<file path="src/rtl/mul_issue_sched.sv">
// mul_issue_sched: sequences the shared multi-cycle multiplier and raises front-end stalls on its hazards
// Ports: clk, rst_n (async, active-low); issue_valid_i/mul_start_i/wr_regfile_i/rs_i/rt_i/rd_i decoded
// instruction; flush_i aborts a pending MUL; mul_start_o start pulse; mul_busy_o MUL outstanding;
// stall_o combinational front-end hold; wb_valid_o/wb_rd_o one-cycle product writeback.
// Optional MUL_ISSUE_SCHED_PERF_EN adds perf_stall_cnt_o, a saturating count of stalled cycles.
module mul_issue_sched #(
    parameter int MUL_LATENCY = 4,
    parameter int CNT_W = 4
) (
    input  logic       clk,
    input  logic       rst_n,
    input  logic       issue_valid_i,
    input  logic       mul_start_i,
    input  logic       wr_regfile_i,
    input  logic [4:0] rs_i,
    input  logic [4:0] rt_i,
    input  logic [4:0] rd_i,
    input  logic       flush_i,
    output logic       mul_start_o,
    output logic       mul_busy_o,
    output logic       stall_o,
    output logic       wb_valid_o,
`ifdef MUL_ISSUE_SCHED_PERF_EN
    output logic [15:0] perf_stall_cnt_o,
`endif
    output logic [4:0] wb_rd_o
);
    typedef enum logic [1:0] {IDLE, START, COUNT, DONE} state_t;
    state_t state;
    logic [CNT_W-1:0] cnt;
    logic [4:0] pend_rd;
    logic wb_q;
    logic pend_nz;
    logic accept;
    always_comb begin
        pend_nz = pend_rd != 5'd0;
        stall_o = state != IDLE && issue_valid_i && (mul_start_i ||
                  (pend_nz && (rs_i == pend_rd || rt_i == pend_rd || (wr_regfile_i && rd_i == pend_rd))));
        accept  = issue_valid_i && mul_start_i && wr_regfile_i && !stall_o && !flush_i;
    end
    // a flush landing in DONE must kill that same cycle's writeback
    assign wb_valid_o = wb_q && !flush_i;
    assign wb_rd_o = pend_rd;
    always_ff @(posedge clk or negedge rst_n) begin
        if (!rst_n) begin
            state       <= IDLE;
            cnt         <= '0;
            pend_rd     <= '0;
            mul_start_o <= 1'b0;
            mul_busy_o  <= 1'b0;
            wb_q        <= 1'b0;
        end else begin
            mul_start_o <= 1'b0;
            wb_q        <= 1'b0;
            if (flush_i) begin
                state      <= IDLE;
                mul_busy_o <= 1'b0;
            end else begin
                case (state)
                    IDLE: if (accept) begin
                        pend_rd     <= rd_i;
                        state       <= START;
                        mul_start_o <= 1'b1;
                        mul_busy_o  <= 1'b1;
                    end
                    START: begin
                        cnt   <= CNT_W'(MUL_LATENCY - 1);
                        state <= COUNT;
                    end
                    COUNT: begin
                        cnt <= cnt - CNT_W'(1);
                        if (cnt == CNT_W'(1)) begin
                            state <= DONE;
                            wb_q  <= pend_nz;
                        end
                    end
                    DONE: begin
                        state      <= IDLE;
                        mul_busy_o <= 1'b0;
                    end
                endcase
            end
        end
    end
`ifdef MUL_ISSUE_SCHED_PERF_EN
    always_ff @(posedge clk or negedge rst_n) begin
        if (!rst_n) perf_stall_cnt_o <= '0;
        else if (flush_i) perf_stall_cnt_o <= '0;
        else if (stall_o && perf_stall_cnt_o != 16'hFFFF) perf_stall_cnt_o <= perf_stall_cnt_o + 16'd1;
    end
`endif
endmodule

</file>
<file path="config.mk">
export PLATFORM = sky130hd
export DESIGN_NAME = mul_issue_sched
export DESIGN_NICKNAME = d
export VERILOG_FILES = /design/src/rtl/mul_issue_sched.sv
export SDC_FILE = /design/constraint.sdc
export NUM_CORES = 1
export LEC_CHECK = 0
export CAP_MARGIN = 40
export CORE_MARGIN = 5
export CORE_UTILIZATION = 44
export DETAILED_ROUTE_END_ITERATION = 10
export GPL_TIMING_DRIVEN = 0
export PLACE_DENSITY = 0.76
export SETUP_SLACK_MARGIN = 0.1
export SLEW_MARGIN = 10
export SYNTH_ARGS = -nofsm -noshare
export SYNTH_HDL_FRONTEND = slang
export SYNTH_SLANG_ARGS = --single-unit
</file>
<file path="constraint.sdc">
create_clock -name clk -period 2 [get_ports clk]
set_input_delay 0.2 -clock clk [delete_from_list [all_inputs] [get_ports clk]]
set_output_delay 0.2 -clock clk [all_outputs]
set_load 0.02 [all_outputs]
</file>
==> flow_summary.toml, run 1 <==
[setup_path]
path_max_fanout = 5
critPathKind = "reg -> out"
r2r-start = "state[0]"
reg2reg_to = "wb_rd_o[2]"
arrival_ps = 1760
path_cells = "buf_6 > or4_4 > nor2_4 > a31oi_1 > o211a_1 > buf_6"
end_kind = "output pin"
required_ps = 1800
cpMostUsedCell = "buf_6"
critPathMaxStageDelay_ps = 430
worstRegToRegCells = 5
crit_slowest_cell = "or4_4"
rrSetupSlack_ps = 250
cp-start-kind = "flop"

[global_routing]
grt_pass1_wl_microns = 3420
grt_usage = 0.164
grt_pass1_vias = 830
grt_antenna_before_repair = 0
grt_overflow = 0
grt_max_degree = 15

[synth]
synth_seq_cells = 14
yosysSeqAreaShare = 0.401
synth_cell_types = 27
syn_avg_cell_area_sq_um = 10.2
ys_warn_count = 0
syn-num-nets = 112
synth_area_sq_um = 873
postSynthCellCount = 86

[cts]
cts_tree = "built"
cts.sinks = 14
h-tree-depth = 1
cts_buffers = 3
clkTransAtPathRegs_ps = 90
cts_buffer_depth = 2
clk-insertion-delay-late_ps = 280
clock_tree.root_cell = "clkbuf_4"

[worst_hold_path]
worstHoldEndpoint = "state[0]"
worstHoldStart = "flush_i"
hold_path_depth = 2
hp-class = "in -> reg"

[drt]
drt-total-wl_microns = 2080
drt_iter0_drc = 10
num_vias = 768
viasPerCell = 5.09
first_pass_iters = 4
ant_nets = 0
wl_per_cell_microns = 13.8
drc = 0

[placed_design]
dpl_cell_area_sq_um = 1190
gp_congestion = 0.712
placed_cells = 141
io_buffers = 28
hpwl_microns = 1540

[timing]
finalCritPeriodShare = 0.980
rsz0062_at_grt = "true"
tightest_slew_ps = 663
setup_violations = 0
layout_min_cycle_time_ps = 1960
finalMaxSlewViolations = 0
clock_skew_ps = 4.04
finalHoldViolCount = 0
whs_ps = 285
slew_headroom = 0.557
fmax_mhz = 510

[die]
core_area_sq_um = 1920
pin_count = 30
dieArea_sq_um = 2980
initial_core_util = 0.454
chipWidth_microns = 54.6
rows = 16
die_h_microns = 54.6

[power_and_ir_drop]
p_sw_frac = 0.396
intPower_mw = 0.927
p_per_area_nw_per_um2 = 1180
p_clk_frac = 0.136
power_frac_seq = 0.309
p_leak_nw = 0.564
combPwrFrac = 0.555
p_sw_mw = 0.607
finalPower_mw = 1.53
ir_drop_mv = 0.718

[final_layout]
area_growth_pct = 49.0
fin_util = 0.677
stdcell_count = 151
final_area_sq_um = 1300
final_common_cell = "clkdlybuf4s50_1"
drive_above_1_share = 0.218
nets = 151
final_cell_mix = "clkdlybuf4s50_1 (27), xor2_1 (10), dfrtp_1 (9)"
fill_cells = 156
antenna_cells = 0

[job]
cap_viol_max_count = 0

[outcome]
status = "finished clean"
-- worst max-delay path by stage --
stage | depth (start not counted) | slack, ps | endpoint | from
2_1_floorplan | 4 | 320 | stall_o | wb_rd_o[1]
3_3_place_gp | 7 | -410 | stall_o | rd_i[4]
3_5_place_dp | 7 | -410 | stall_o | rd_i[4]
4_1_cts | 6 | 9 | stall_o | wb_rd_o[4]
5_1_grt | 6 | -30 | stall_o | wb_rd_o[4]
6_report | 6 | 40 | stall_o | wb_rd_o[4]
-- cells in the mapped netlist --
library cell	count	share of area
nand2_1	4	0.017
nand4_1	1	0.0072
mux2i_1	1	0.011
nor4b_1	1	0.010
nor2_1	5	0.021
o21ai_0	6	0.034
xnor2_1	6	0.060
a31oi_1	2	0.014
a22oi_1	1	0.0086
nor3_4	1	0.019
dfrtp_1	14	0.40
nor4_1	1	0.0072
or4_4	1	0.013
clkbuf_1	1	0.0043
nor3_1	2	0.011
nor2_2	1	0.0072
a21oi_1	1	0.0057
nand3_1	4	0.023
nand2b_1	1	0.0072
xor2_1	10	0.10
mux2_2	5	0.064
or4_1	1	0.0086
o211a_1	1	0.011
nor2b_1	4	0.029
o31a_1	1	0.010
inv_1	5	0.021
ha_1	5	0.072
-- metal layers --
layer,GRT usage,vias to the layer above,wire [microns]
met5,0,-,0
met4,0.0747,0,32
met3,0.0409,4,135
met2,0.293,28,1000
met1,0.181,364,912
li1,-,372,-
-- repair_timing --
item                       in CTS  in global routing
cloned                          0                  0
setup buffers                   4                  2
resized for setup              11                  5
hold buffers                    0                  0
pin swaps                       0                  2
setup endpoints to repair       1                  6
-- kinds of logic (layout without fill, tap and decap cells) --
group | after synthesis | after routing | share of synthesized area
DFF | 14 | 14 | 0.401
muxes | 6 | 6 | 0.0759
xor gates and xnor gates | 16 | 16 | 0.160
buffers and inverters | 6 | 44 | 0.0258
and+or+nand+nor | 27 | 27 | 0.181
adders and majority gates | 5 | 5 | 0.0716
AOI/OAI and AO/OA | 12 | 12 | 0.0845
-- critical path, delay by kind of cell (launching register included) --
kind	cells	cell delay [ps]
AND/OR/NAND/NOR	2	530
flip-flops	1	420
AO/OA/AOI/OAI	2	270
buffers and inverters	2	260
-- through the flow --
stage | setup WS (ps) | setup TNS (ps)
2_1_floorplan | 324 | 0
3_3_place_gp | -412 | -412
3_5_place_dp | -409 | -409
4_1_cts | 9.22 | 0
5_1_grt | -31.5 | -31.5
6_report | 40.1 | 0
-- state kept, by name (all words and copies together), names as in the netlist --
register,count
wb_rd_o,5
cnt,4
state,2
mul_busy_o,1
mul_start_o,1
wb_q,1
-- power by group through the flow --
stage               sequential (mW)  clock [mW]  combinational, mW
finish                        0.474       0.208              0.852
CTS                           0.472       0.214              0.819
global route                  0.491       0.222              0.925
floorplan                     0.561           0              0.375
detailed placement            0.512           0              0.687
global placement              0.508           0              0.671
-- final cells by class --
cell class | instances | area [sq um] | area share
clock buffers | 4 | 36.3 | 0.0279
repair buffers | 34 | 330 | 0.254
flip-flops and latches | 14 | 357 | 0.274
multi-input cells | 66 | 522 | 0.401
inverters | 5 | 18.8 | 0.0144
plain buffers | 1 | 3.75 | 0.00288
well taps | 27 | 33.8 | 0.0260
Power figures use the tool's default switching activity.
==> run 2: changes to the inputs <==
--- a/config.mk
+++ b/config.mk
@@ -7,10 +7,10 @@
 export LEC_CHECK = 0
 export CAP_MARGIN = 40
 export CORE_MARGIN = 5
-export CORE_UTILIZATION = 44
+export CORE_UTILIZATION = 40
 export DETAILED_ROUTE_END_ITERATION = 10
 export GPL_TIMING_DRIVEN = 0
-export PLACE_DENSITY = 0.76
+export PLACE_DENSITY = 0.73
 export SETUP_SLACK_MARGIN = 0.1
 export SLEW_MARGIN = 10
 export SYNTH_ARGS = -nofsm -noshare
==> constraint.sdc (replaced) <==
create_clock -name clk -period 1.6 [get_ports clk]
set_input_delay 0.16 -clock clk [delete_from_list [all_inputs] [get_ports clk]]
set_output_delay 0.16 -clock clk [all_outputs]
set_load 0.02 [all_outputs]
==> flow_summary.toml, run 2 (synthesis results as in run 1) <==
[cts]
cts_buffers = 3
cts.sinks = 14
clk-insertion-delay-late_ps = 280
cts_buffer_depth = 2
clock_tree.root_cell = "clkbuf_4"
h-tree-depth = 1
clkTransAtPathRegs_ps = 90
cts_tree = "built"

[setup_path]
reg2reg_to = "state[1]"
path_cells = "buf_4 > or4_4 > nor2_4 > a31oi_1 > o211a_1 > buf_6"
arrival_ps = 1840
critPathKind = "reg -> out"
worstRegToRegCells = 7
cp-start-kind = "flop"
r2r-start = "state[0]"
crit_start = "wb_rd_o[4]"
rrSetupSlack_ps = 0
critPathMaxStageDelay_ps = 450
required_ps = 1440
crit_slowest_cell = "dfrtp_2"
path_max_fanout = 5
end_kind = "output pin"

[power_and_ir_drop]
p_clk_frac = 0.124
combPwrFrac = 0.591
p_sw_mw = 0.821
p_per_area_nw_per_um2 = 1460
p_sw_frac = 0.394
intPower_mw = 1.26
finalPower_mw = 2.08
ir_drop_mv = 0.937
power_frac_seq = 0.284
p_leak_nw = 0.648

[drt]
drt-total-wl_microns = 2200
ant_nets = 0
viasPerCell = 4.97
wl_per_cell_microns = 13.8
first_pass_iters = 4
drt_iter0_drc = 4
num_vias = 791
drc = 0

[final_layout]
drive_above_1_share = 0.290
final_cell_mix = "clkdlybuf4s50_1 (20), buf_4 (11), xor2_1 (9), dfrtp_1 (9), xnor2_1 (6)"
nets = 158
antenna_cells = 0
final_common_cell = "clkdlybuf4s50_1"
largest_reg_flops = 5
area_growth_pct = 62.9
stdcell_count = 159

[timing]
tightest_slew_ps = 679
finalHoldViolCount = 0
finalCritPeriodShare = 1.25
layout_min_cycle_time_ps = 2000
fmax_mhz = 501
finalMaxSlewViolations = 0
clock_skew_ps = 4.94
setup_violations = 1
rsz0062_at_grt = "true"
slew_headroom = 0.546
fin_ws_ps = -398

[global_routing]
grt_usage = 0.148
grt_overflow = 0
grt_pass1_wl_microns = 3730
grt_max_degree = 15
grt_pass1_vias = 839
grt_antenna_before_repair = 0

[die]
dieArea_sq_um = 3220
rows = 17
die_h_microns = 56.7
initial_core_util = 0.407
pin_count = 30
chipWidth_microns = 56.7
core_area_sq_um = 2150

[outcome]
violations = "setup timing"
status = "finished with violations"

[job]
cap_viol_max_count = 0

[placed_design]
io_buffers = 28
placed_cells = 142
hpwl_microns = 1550
gp_congestion = 0.739

[worst_hold_path]
worstHoldStart = "flush_i"
hp-class = "in -> reg"
worstHoldEndpoint = "state[0]"
hold_path_depth = 2
run 2: final cells by class:
| type | instances | area, sq um |
|---|---|---|
| repair buffers | 41 | 392 |
| plain buffers | 1 | 3.75 |
| well taps | 28 | 35.0 |
| fillers | 176 | 726 |
| clock buffers | 4 | 36.3 |
| multi-input cells | 66 | 581 |
| inverters | 5 | 18.8 |
| flip-flops and latches | 14 | 357 |
run 2: how the worst max path moves through the flow:
| stage | endpoint | slack [ps] | depth (start not counted) |
|---|---|---|---|
| after global routing | stall_o | -480 | 6 |
| after CTS | stall_o | -350 | 6 |
| final | stall_o | -400 | 6 |
| after detailed placement | stall_o | -760 | 7 |
| after floorplan | stall_o | 8 | 4 |
| after global placement | stall_o | -750 | 7 |
run 2: critical path: cells and delay by family, from the launching register on:
family                 cells  cell delay [ps]
and+or+nand+nor            2              540
DFF                        1              450
buffers and inverters      2              290
AOI/OAI and AO/OA          2              290
run 2: timing repair:
action,4_1_cts,5_1_grt
buffers inserted,8,5
pin swaps,8,9
hold buffers,0,0
setup endpoints to repair,14,11
gates resized for setup,23,8
run 2: power by group through the flow:
stage	clock [mW]	combinational (mW)	sequential, mW
6_report	0.259	1.23	0.592
5_1_grt	0.291	1.34	0.608
4_1_cts	0.262	1.10	0.600
3_5_place_dp	0	0.876	0.655
3_3_place_gp	0	0.848	0.655
2_1_floorplan	0	0.481	0.714
run 2: stage by stage:
| step | hold WS [ps] | setup TNS (ps) | worst slack (ps) | util | area [sq um] |
|---|---|---|---|---|---|
| 4_1_cts | 261 | -832 | -345 | 0.626 | 1340 |
| 6_report | 256 | -398 | -398 | 0.662 | 1420 |
| 2_1_floorplan | -136 | 0 | 7.95 | - | 885 |
| 3_3_place_gp | 511 | -1460 | -749 | 0.559 | 1200 |
| 5_1_grt | 277 | -689 | -479 | 0.662 | 1420 |
| 3_5_place_dp | 534 | -1680 | -758 | 0.559 | 1200 |
run 2: metal layers:
metal	global-route usage	share of wire
met3	0.0368	0.062
met2	0.256	0.48
met1	0.168	0.40
met5	0	0
met4	0.0678	0.048
==> run 3: changes to the inputs <==
--- a/config.mk
+++ b/config.mk
@@ -5,12 +5,12 @@
 export SDC_FILE = /design/constraint.sdc
 export NUM_CORES = 1
 export LEC_CHECK = 0
-export CAP_MARGIN = 40
+export CAP_MARGIN = 20
 export CORE_MARGIN = 5
-export CORE_UTILIZATION = 40
+export CORE_UTILIZATION = 47
 export DETAILED_ROUTE_END_ITERATION = 10
 export GPL_TIMING_DRIVEN = 0
-export PLACE_DENSITY = 0.73
+export PLACE_DENSITY = 0.81
 export SETUP_SLACK_MARGIN = 0.1
 export SLEW_MARGIN = 10
 export SYNTH_ARGS = -nofsm -noshare
==> constraint.sdc (replaced) <==
create_clock -name clk -period 2.55 [get_ports clk]
set_input_delay 0.255 -clock clk [delete_from_list [all_inputs] [get_ports clk]]
set_output_delay 0.255 -clock clk [all_outputs]
set_load 0.02 [all_outputs]
==> flow_summary.toml, run 3 (synthesis results as in run 1) <==
[outcome]
status = "finished clean"

[setup_path]
end_kind = "output pin"
required_ps = 2300
critPathKind = "reg -> out"
crit_slowest_cell = "or4_4"
critPathMaxStageDelay_ps = 560
path_cells = "or4_4 > nor2_2 > a31oi_1 > o211a_1 > dlygate4sd2_1"
cp_top_family = "simple AND/OR/NAND/NOR gates"
path_max_fanout = 6
cp.buffers_inverters = 1
cp-start-kind = "flop"
arrival_ps = 2030

[power_and_ir_drop]
p_per_area_nw_per_um2 = 901
power_frac_seq = 0.363
p_sw_frac = 0.401
ir_drop_mv = 0.555
p_leak_nw = 0.539
intPower_mw = 0.662
p_sw_mw = 0.443
p_clk_frac = 0.148
combPwrFrac = 0.490

[cts]
cts_tree = "built"
hold_buffers = 0
h-tree-depth = 1
cts.sinks = 14
clkTransAtPathRegs_ps = 90
cts_buffer_depth = 2
clock_tree.root_cell = "clkbuf_4"
clk-insertion-delay-late_ps = 290
cts_setup_buffers = 0
post_cts_resized = 2
cts_buffers = 3

[timing]
setup_violations = 0
final.setup.tns_ps = 0
clock_skew_ps = 5.55
layout_min_cycle_time_ps = 2280
tightest_slew_ps = 632
finalHoldViolCount = 0
slew_headroom = 0.578
finalMaxSlewViolations = 0
finalCritPeriodShare = 0.896
rsz0062_at_grt = "false"
fmax_mhz = 438

[die]
rows = 15
initial_core_util = 0.500
core_area_sq_um = 1750
pin_count = 30
die_h_microns = 53.1
dieArea_sq_um = 2820
chipWidth_microns = 53.1

[drt]
ant_nets = 0
wl_per_cell_microns = 14.0
drc = 0
drt-total-wl_microns = 2010
first_pass_iters = 4
num_vias = 723
drt_iter0_drc = 2
viasPerCell = 5.06

[placed_design]
hpwl_microns = 1650
gp_congestion = 0.766
io_buffers = 28
placed_cells = 139

[final_layout]
stdcell_count = 143
final_common_cell = "clkdlybuf4s50_1"
multiInputGateArea_sq_um = 507
drive_above_1_share = 0.110
nets = 145
fill_cells = 140
seq_area_sq_um = 350
area_growth_pct = 40.4
antenna_cells = 0
final_cell_mix = "clkdlybuf4s50_1 (27), dfrtp_1 (14), xor2_1 (10)"
largest_reg_flops = 5

[global_routing]
grt_usage = 0.170
grt_overflow = 0
grt_pass1_vias = 755
grt_pass1_wl_microns = 3400
grt_max_degree = 15
grt_antenna_before_repair = 0

[job]
cap_viol_max_count = 0

[worst_hold_path]
hp-class = "in -> reg"
run 3: cell count changes in the layout (fill, tap and decap cells not counted), moves of 2 or more:
cell and change:
dfrtp_1 +5, dfrtp_2 -5, buf_6 -2, dlygate4sd2_1 -4, mux2_4 -5, clkdlybuf4s50_1 +7, ha_1 +2, buf_4 -11
mux2_2 +5
run 3: area by class of cell:
| class | count | share of cell area |
|---|---|---|
| buffer | 1 | 0.00306 |
| clock buffer | 4 | 0.0296 |
| inverter | 5 | 0.0153 |
| multi-input combinational | 66 | 0.413 |
| sequential | 14 | 0.286 |
| tap | 25 | 0.0255 |
| timing repair buffer | 28 | 0.228 |
run 3: final timing paths:
| kind | from | end | slack [ps] | cells after the start |
|---|---|---|---|---|
| hold reg to reg | cnt[2] | cnt[2] | 550 | 1 |
| hold / removal | flush_i | state[1] | 330 | 2 |
| min in group asynchronous | rst_n | wb_q | 350 | 1 |
| max in group asynchronous | rst_n | wb_rd_o[0] | 1790 | 1 |
| setup reg to reg | state[0] | wb_rd_o[0] | 720 | 5 |
| setup / recovery | wb_rd_o[1] | stall_o | 270 | 5 |
run 3: power groups by stage:
stage	Sequential, mW	Clock, mW	Combinational, mW
finish	0.401	0.163	0.541
global placement	0.398	0	0.524
CTS	0.402	0.167	0.551
detailed placement	0.407	0	0.541
global route	0.417	0.179	0.591
floorplan	0.440	0	0.294
run 3: per-layer routing:
layer | vias up | wire length, microns | track usage | part of all wire
met2 | 14 | 1030 | 0.295 | 0.51
met3 | 5 | 93 | 0.0366 | 0.046
met1 | 341 | 849 | 0.198 | 0.42
li1 | 363 | - | - | -
met5 | - | 0 | 0 | 0
met4 | 0 | 38 | 0.0766 | 0.019
run 3: through the flow:
stage,utilization,total power [mW],area [sq um],hold slack (ps),setup slack (ps)
5_1_grt,0.703,1.19,1230,350,164
2_1_floorplan,-,0.734,873,-40.6,819
3_5_place_dp,0.679,0.948,1180,535,64.7
6_report,0.703,1.10,1230,327,265
4_1_cts,0.703,1.12,1230,325,249
3_3_place_gp,0.679,0.923,1180,508,48.3
